<file path="config.mk">
export PLATFORM = sky130hd
export DESIGN_NAME = jump_predict_btb_flat
export DESIGN_NICKNAME = d
export VERILOG_FILES = /design/src/rtl/jump_predict_btb_if.sv /design/src/rtl/jump_predict_btb.sv /design/src/flat_wrapper.sv
export SDC_FILE = /design/constraint.sdc
export NUM_CORES = 1
export LEC_CHECK = 0
export BUFFER_PORTS_ARGS = -buffer_cell sky130_fd_sc_hd__buf_2
export CAP_MARGIN = 10
export CORE_MARGIN = 4
export CORE_UTILIZATION = 40
export DETAILED_ROUTE_END_ITERATION = 10
export PLACE_DENSITY = 0.63
export SLEW_MARGIN = 5
export SYNTH_ARGS = -nofsm -noshare
export SYNTH_HDL_FRONTEND = slang
export SYNTH_SLANG_ARGS = --single-unit
</file>
<file path="constraint.sdc">
create_clock -name clk -period 8.2 [get_ports clk]
set_input_delay 1.64 -clock clk [delete_from_list [all_inputs] [get_ports clk]]
set_output_delay 1.64 -clock clk [all_outputs]
set_load 0.05 [all_outputs]
</file>
<file path="src/rtl/jump_predict_btb_if.sv">
`default_nettype none
// ============================================================================
// Module   : jump_predict_btb_if
// Brief    : Bundle of the fetch-side prediction port and the EX-side
//            resolution/redirect port of jump_predict_btb.
// Revision : 1.0 - initial release
// ============================================================================
interface jump_predict_btb_if #(
    parameter int ADDR_W = 32
);
    // Fetch-side lookup
    logic [ADDR_W-1:0] if_pc;
    logic              pred_hit;
    logic              pred_taken;
    logic [ADDR_W-1:0] pred_target;

    // EX-side resolution
    logic              ex_valid;
    logic [ADDR_W-1:0] ex_pc;
    logic [31:0]       ex_ins;
    logic              ex_is_jump;
    logic              ex_is_branch;
    logic              ex_taken;
    logic [ADDR_W-1:0] ex_target;
    logic              ex_pred_taken;
    logic [ADDR_W-1:0] ex_pred_target;

    // Redirect back to fetch
    logic              redirect;
    logic [ADDR_W-1:0] redirect_pc;
    logic [15:0]       mispredict_cnt;

    // Pipeline side: drives fetch PC and resolutions, consumes predictions
    modport master (
        output if_pc,
        output ex_valid, ex_pc, ex_ins, ex_is_jump, ex_is_branch,
        output ex_taken, ex_target, ex_pred_taken, ex_pred_target,
        input  pred_hit, pred_taken, pred_target,
        input  redirect, redirect_pc, mispredict_cnt
    );

    // Predictor side
    modport slave (
        input  if_pc,
        input  ex_valid, ex_pc, ex_ins, ex_is_jump, ex_is_branch,
        input  ex_taken, ex_target, ex_pred_taken, ex_pred_target,
        output pred_hit, pred_taken, pred_target,
        output redirect, redirect_pc, mispredict_cnt
    );
endinterface
`default_nettype wire

</file>
<file path="src/rtl/jump_predict_btb.sv">
`default_nettype none
// ============================================================================
// Module   : jump_predict_btb
// Brief    : Direct-mapped branch target buffer with J/JAL target generation,
//            zero-cycle prediction and registered mispredict redirect.
//            Optional macro BTB_COUNTER_EN adds a 2-bit saturating counter
//            per entry; without it a not-taken hit invalidates the entry.
// Revision : 1.0 - initial release
// ============================================================================
module jump_predict_btb #(
    parameter int ADDR_W = 32,
    parameter int DEPTH  = 16
) (
    input  wire logic          clk,
    input  wire logic          rst_n,
    jump_predict_btb_if.slave  bus
);
    localparam int IDX_W = $clog2(DEPTH);
    localparam int TAG_W = ADDR_W - IDX_W - 2;

    // Jump target splices the 26-bit index under the top four PC bits
    if (ADDR_W < 29) begin : g_addr_w_check
        $error("jump_predict_btb: ADDR_W must be at least 29");
    end

    // Table storage
    logic [DEPTH-1:0]  valid_q, valid_d;
    logic [TAG_W-1:0]  tag_q    [DEPTH];
    logic [TAG_W-1:0]  tag_d    [DEPTH];
    logic [ADDR_W-1:0] target_q [DEPTH];
    logic [ADDR_W-1:0] target_d [DEPTH];
`ifdef BTB_COUNTER_EN
    logic [1:0]        ctr_q    [DEPTH];
    logic [1:0]        ctr_d    [DEPTH];
`endif

    // Redirect / statistics state
    logic              redirect_q, redirect_d;
    logic [ADDR_W-1:0] redirect_pc_q, redirect_pc_d;
    logic [15:0]       cnt_q, cnt_d;

    // Lookup fields
    logic [IDX_W-1:0]  if_idx, ex_idx;
    logic [TAG_W-1:0]  if_tag, ex_tag;
    logic              lookup_hit;
    logic              ex_hit;

    // Resolution
    logic              ex_ctl;
    logic              actual_taken;
    logic [ADDR_W-1:0] jtarget;
    logic [ADDR_W-1:0] actual_target;
    logic [ADDR_W-1:0] next_pc;
    logic              mispredict;

    // Bits that carry no information for this unit
    logic              unused_bits;
    assign unused_bits = &{1'b0, bus.ex_ins[31:26], bus.if_pc[1:0]};

    assign if_idx = bus.if_pc[IDX_W+1:2];
    assign if_tag = bus.if_pc[ADDR_W-1:IDX_W+2];
    assign ex_idx = bus.ex_pc[IDX_W+1:2];
    assign ex_tag = bus.ex_pc[ADDR_W-1:IDX_W+2];

    // Fetch-side prediction, purely from registered table state (read-old)
    always_comb begin
        lookup_hit      = valid_q[if_idx] & (tag_q[if_idx] == if_tag);
        bus.pred_hit    = lookup_hit;
        bus.pred_target = lookup_hit ? target_q[if_idx] : '0;
`ifdef BTB_COUNTER_EN
        bus.pred_taken  = lookup_hit & ctr_q[if_idx][1];
`else
        bus.pred_taken  = lookup_hit;
`endif
    end

    // Resolve the EX instruction and compare with what fetch predicted
    always_comb begin
        ex_ctl        = bus.ex_valid & (bus.ex_is_jump | bus.ex_is_branch);
        jtarget       = {bus.ex_pc[ADDR_W-1:28], bus.ex_ins[25:0], 2'b00};
        actual_taken  = bus.ex_is_jump | (bus.ex_is_branch & bus.ex_taken);
        actual_target = bus.ex_is_jump ? jtarget : bus.ex_target;
        next_pc       = actual_taken ? actual_target : bus.ex_pc + ADDR_W'(4);
        ex_hit        = valid_q[ex_idx] & (tag_q[ex_idx] == ex_tag);
        mispredict    = ex_ctl &
                        ((actual_taken != bus.ex_pred_taken) |
                         (actual_taken & (actual_target != bus.ex_pred_target)));
    end

    // Next-state of the table: allocate/refresh on taken, demote on not-taken hit
    always_comb begin
        valid_d  = valid_q;
        tag_d    = tag_q;
        target_d = target_q;
`ifdef BTB_COUNTER_EN
        ctr_d    = ctr_q;
`endif
        if (ex_ctl) begin
            if (actual_taken) begin
                valid_d[ex_idx]  = 1'b1;
                tag_d[ex_idx]    = ex_tag;
                target_d[ex_idx] = actual_target;
`ifdef BTB_COUNTER_EN
                if (bus.ex_is_jump)
                    ctr_d[ex_idx] = 2'b11;
                else if (ex_hit)
                    ctr_d[ex_idx] = (ctr_q[ex_idx] == 2'b11) ? 2'b11
                                                             : ctr_q[ex_idx] + 2'b01;
                else
                    ctr_d[ex_idx] = 2'b10;
`endif
            end else if (ex_hit) begin
`ifdef BTB_COUNTER_EN
                ctr_d[ex_idx] = (ctr_q[ex_idx] == 2'b00) ? 2'b00
                                                         : ctr_q[ex_idx] - 2'b01;
`else
                valid_d[ex_idx] = 1'b0;
`endif
            end
        end
    end

    // Next-state of redirect pulse and saturating mispredict counter
    always_comb begin
        redirect_d    = mispredict;
        redirect_pc_d = mispredict ? next_pc : '0;
        cnt_d         = (mispredict && (cnt_q != 16'hFFFF)) ? cnt_q + 16'd1 : cnt_q;
    end

    // Control state: valid bits, counters and redirect, cleared by reset
    always_ff @(posedge clk or negedge rst_n) begin
        if (!rst_n) begin
            valid_q       <= '0;
`ifdef BTB_COUNTER_EN
            for (int i = 0; i < DEPTH; i++) ctr_q[i] <= 2'b01;
`endif
            redirect_q    <= 1'b0;
            redirect_pc_q <= '0;
            cnt_q         <= '0;
        end else begin
            valid_q       <= valid_d;
`ifdef BTB_COUNTER_EN
            ctr_q         <= ctr_d;
`endif
            redirect_q    <= redirect_d;
            redirect_pc_q <= redirect_pc_d;
            cnt_q         <= cnt_d;
        end
    end

    // Payload storage: meaningless while the valid bit is clear, so no reset
    always_ff @(posedge clk) begin
        tag_q    <= tag_d;
        target_q <= target_d;
    end

    assign bus.redirect       = redirect_q;
    assign bus.redirect_pc    = redirect_pc_q;
    assign bus.mispredict_cnt = cnt_q;
endmodule
`default_nettype wire

</file>
<file path="src/flat_wrapper.sv">
// flat-port wrapper written by rule: the top's interface ports become plain ports
module jump_predict_btb_flat 
#(
    parameter int ADDR_W = 32,
    parameter int DEPTH  = 16
)
  (clk, rst_n, bus_if_pc, bus_ex_valid, bus_ex_pc, bus_ex_ins, bus_ex_is_jump, bus_ex_is_branch, bus_ex_taken, bus_ex_target, bus_ex_pred_taken, bus_ex_pred_target, bus_pred_hit, bus_pred_taken, bus_pred_target, bus_redirect, bus_redirect_pc, bus_mispredict_cnt);
  jump_predict_btb_if #(.ADDR_W(ADDR_W)) bus_i ();
  input  wire logic clk;
  input  wire logic rst_n;
  input wire logic [$bits(bus_i.if_pc)-1:0] bus_if_pc;
  input wire logic [$bits(bus_i.ex_valid)-1:0] bus_ex_valid;
  input wire logic [$bits(bus_i.ex_pc)-1:0] bus_ex_pc;
  input wire logic [$bits(bus_i.ex_ins)-1:0] bus_ex_ins;
  input wire logic [$bits(bus_i.ex_is_jump)-1:0] bus_ex_is_jump;
  input wire logic [$bits(bus_i.ex_is_branch)-1:0] bus_ex_is_branch;
  input wire logic [$bits(bus_i.ex_taken)-1:0] bus_ex_taken;
  input wire logic [$bits(bus_i.ex_target)-1:0] bus_ex_target;
  input wire logic [$bits(bus_i.ex_pred_taken)-1:0] bus_ex_pred_taken;
  input wire logic [$bits(bus_i.ex_pred_target)-1:0] bus_ex_pred_target;
  output wire logic [$bits(bus_i.pred_hit)-1:0] bus_pred_hit;
  output wire logic [$bits(bus_i.pred_taken)-1:0] bus_pred_taken;
  output wire logic [$bits(bus_i.pred_target)-1:0] bus_pred_target;
  output wire logic [$bits(bus_i.redirect)-1:0] bus_redirect;
  output wire logic [$bits(bus_i.redirect_pc)-1:0] bus_redirect_pc;
  output wire logic [$bits(bus_i.mispredict_cnt)-1:0] bus_mispredict_cnt;
  assign bus_i.if_pc = bus_if_pc;
  assign bus_i.ex_valid = bus_ex_valid;
  assign bus_i.ex_pc = bus_ex_pc;
  assign bus_i.ex_ins = bus_ex_ins;
  assign bus_i.ex_is_jump = bus_ex_is_jump;
  assign bus_i.ex_is_branch = bus_ex_is_branch;
  assign bus_i.ex_taken = bus_ex_taken;
  assign bus_i.ex_target = bus_ex_target;
  assign bus_i.ex_pred_taken = bus_ex_pred_taken;
  assign bus_i.ex_pred_target = bus_ex_pred_target;
  assign bus_pred_hit = bus_i.pred_hit;
  assign bus_pred_taken = bus_i.pred_taken;
  assign bus_pred_target = bus_i.pred_target;
  assign bus_redirect = bus_i.redirect;
  assign bus_redirect_pc = bus_i.redirect_pc;
  assign bus_mispredict_cnt = bus_i.mispredict_cnt;
  jump_predict_btb #(.ADDR_W(ADDR_W), .DEPTH(DEPTH)) u_core (.clk(clk), .rst_n(rst_n), .bus(bus_i));
endmodule
</file>
==> impl_metrics.tcl <==
set metrics [dict create \
    pwr_density_cell_nw_per_um2 227 \
    met3_usage 0.0448 \
    htree_levels 3 \
    yosysWarnings 0 \
    slowest_stage "mux4_2" \
    syn-cell-area_um2 43900 \
    r2r_slack_ns 4.30 \
    slew_viol_final 0 \
    clockBufferDepth 3 \
    period_share 0.838 \
    worst_pin_slew_ns 1.23 \
    routed_via_density 6.12 \
    grt_pass1_wl_mm 182 \
    tritoncts "done" \
    totalNegativeSetupSlack_ns 0 \
    die_y_um 339 \
    relSlewSlack 0.180 \
    grtUsageTotal 0.217 \
    power_leakage_nw 16.7 \
    hold_path.class "register to register" \
    path_class "primary input to output port" \
    die_area_um2 115000 \
    nets 2686 \
    ctsHoldBuffers 0 \
    yosysSeqAreaShare 0.672 \
    drtIter0Drc 2983 \
    worstPathCellList "buf_8, buf_12, mux4_2, mux4_2, xnor2_1, nand4_1, nor4_4, buf_4, and3_1, buf_2" \
    grt_pass1_vias 25110 \
    hpwl_mm 75.8 \
    grt_overflow 0 \
    reg2reg_from "u_core.tag_q[274]$_DFFE_PP_" \
    syn_inst 2253 \
    finClkSkew_ns 0.0192 \
    vdd_drop_max_mv 0.159 \
    ys_ff_latch 993 \
    whs_endpoint "u_core.bus.mispredict_cnt[9]$_DFFE_PN0P_" \
    holdWs_ns 0.504 \
    postLayoutCoreUtil 0.461 \
    synth_edf_count 928 \
    final_cell_mix "edfxtp_1, mux4_2, buf_2, clkbuf_16, mux2i_1" \
    fmax_mhz 145 \
    grt_start_max_net_pins 82 \
    io_pins 250 \
    crit_top_cell "mux4_2" \
    num_rows 121 \
    stdcell_count 4023 \
    drtAntennaViolNets 0 \
    core_um2 109000 \
    ys_async_sr_fraction 0.0655 \
    root_buffer "clkbuf_16" \
    grt-busiest-layer "met2" \
    crit_path_start_kind "primary input" \
    postSynthAreaPerCell_um2 19.5 \
    final_common_cell "edfxtp_1" \
    final-hold-violation-count 0 \
    arrival_ns 5.23 \
    area_delta_synth_final_pct 14.4 \
    setup_viol 0 \
    hold_depth 1 \
    rsz0062_at_grt "false" \
    fp.dieW_um 339 \
    hold_path_startpoint "u_core.bus.mispredict_cnt[9]$_DFFE_PN0P_" \
    cp.required_ns 6.56 \
    cts_setup_buffers 0 \
    antenna_found_initial 17 \
    path_max_fanout 49 \
    dpl_cell_area_um2 46800 \
    gr-usage-met2 0.352 \
    grt_use_met1 0.306 \
    status "finished clean" \
    cts_resized 0 \
    max_cap_violations 0 \
    clk_pin_slew_ns 0.06 \
    firstDrtPassIters 5 \
    port_buffers 241 \
    placed_cells 3825 \
    drive_above_1_share 0.352 \
    wl_per_cell_um 31.4 \
    ys_types 70 \
    worstRegToRegCells 8 \
    place.gp.congestion 0.903 \
    slowest_delay_ns 0.55 \
    finalCriticalPeriod_ns 6.87 \
    end_kind "output port" \
    vias 24618 \
    final_area_um2 50200 \
    fill_cells 9127 \
    cts.sinks 993 \
    drc_errors 0 \
    synth_ff_type "edfxtp_1" \
    start_util 0.403 \
    insertion_delay_ns 0.69 \
    numCtsBuffers 101 \
    syn_nets 2425 \
    wirelength_mm 126 \
]
-- routing by layer --
layer  vias to the layer above  wire length [um]  part of all wire
met5                         -                21           0.00017
met4                         4              2730             0.022
met3                       177             11600             0.092
met2                      1328             61200              0.48
met1                     13163             50800              0.40
li1                       9946                 -                 -
-- report_power, final --
| part | total [mW] | switching, mW | leakage, nW | internal (mW) |
|---|---|---|---|---|
| logic | 1.05 | 0.659 | 5.99 | 0.389 |
| clock network | 4.64 | 1.96 | 1.64 | 2.67 |
| registers | 5.72 | 0.0575 | 9.11 | 5.66 |
-- cells in the mapped netlist (all sizes together) (2+ instances only) --
library cell,n,share of area
edfxtp,928,0.64
mux4,374,0.19
buf,75,0.011
clkbuf,73,0.0062
mux2i,68,0.016
nor2,68,0.0058
xnor2,66,0.013
dfrtp,65,0.037
nand2,53,0.0046
and3,48,0.0068
mux2,48,0.012
xor2,47,0.0094
inv,39,0.0033
o21ai,33,0.0046
nand3,31,0.0035
a21oi,30,0.0034
a211oi,28,0.0048
nand4,22,0.0031
nor3,19,0.0022
a22oi,15,0.0026
a221oi,10,0.0024
nor4,10,0.0019
a22o,9,0.0018
nor2b,9,0.0013
o22ai,9,0.0013
and2,7,0.0010
a311oi,6,0.0013
a31oi,6,0.00086
nand2b,6,0.00086
ha,5,0.0014
o211ai,4,0.00068
o21a,4,0.00068
or3,4,0.00057
or4,4,0.00077
o41ai,3,0.00077
a2111oi,2,0.00040
a21boi,2,0.00034
a2bb2oi,2,0.00040
a41o,2,0.00046
o2111ai,2,0.00040
o311ai,2,0.00040
or2,2,0.00029
-- sequential cells by signal, summed over array words and instances, names as in the netlist, named ones only --
signal and flops:
u_core.bus.redirect 1, u_core.target_q 512, u_core.bus.redirect_pc 32, u_core.tag_q 416, u_core.bus.mispredict_cnt 16
-- through the flow --
| step | total power, mW | worst slack (ns) |
|---|---|---|
| 3_3_place_gp | 6.86 | 1.27 |
| 3_5_place_dp | 6.88 | 1.20 |
| 2_1_floorplan | 6.49 | 1.81 |
| 5_1_grt | 11.8 | 1.04 |
| 6_report | 11.4 | 1.33 |
| 4_1_cts | 11.5 | 1.20 |
-- area by class of cell --
class | instances | area, um2 | area share
antenna | 6 | 15.0 | 0.000299
clock buffer | 133 | 2770 | 0.0552
clock inverter | 59 | 588 | 0.0117
inverter | 39 | 146 | 0.00292
multi-input combinational | 1073 | 13600 | 0.271
sequential | 993 | 29500 | 0.588
tap | 1414 | 1770 | 0.0352
timing repair buffer | 306 | 1800 | 0.0358
-- worst max-delay path, delay by kind of cell --
kind	cells	cell delay (ns)
muxes	2	1.09
and+or+nand+nor	3	0.76
buffers and inverters	4	1.46
xor gates and xnor gates	1	0.15
-- cell families after synthesis --
| logic type | synth area share |
|---|---|
| buf+inv | 0.0206 |
| mux | 0.220 |
| simple gates | 0.0335 |
| fa+ha+maj | 0.00143 |
| flops | 0.672 |
| xor+xnor | 0.0226 |
| compound gates | 0.0295 |
-- worst max path at each step --
| stage | startpoint | endpoint | slack, ns | depth (start not counted) |
|---|---|---|---|---|
| after floorplan | bus_if_pc[2] | bus_pred_taken | 1.81 | 10 |
| after global placement | bus_if_pc[2] | bus_pred_target[29] | 1.27 | 10 |
| after detailed placement | bus_if_pc[2] | bus_pred_target[31] | 1.20 | 10 |
| after CTS | bus_if_pc[2] | bus_pred_target[31] | 1.20 | 10 |
| after global routing | bus_if_pc[2] | bus_pred_target[31] | 1.04 | 10 |
| final | bus_if_pc[2] | bus_pred_target[20] | 1.33 | 10 |
No activity file was read; power rests on OpenSTA's default activity.
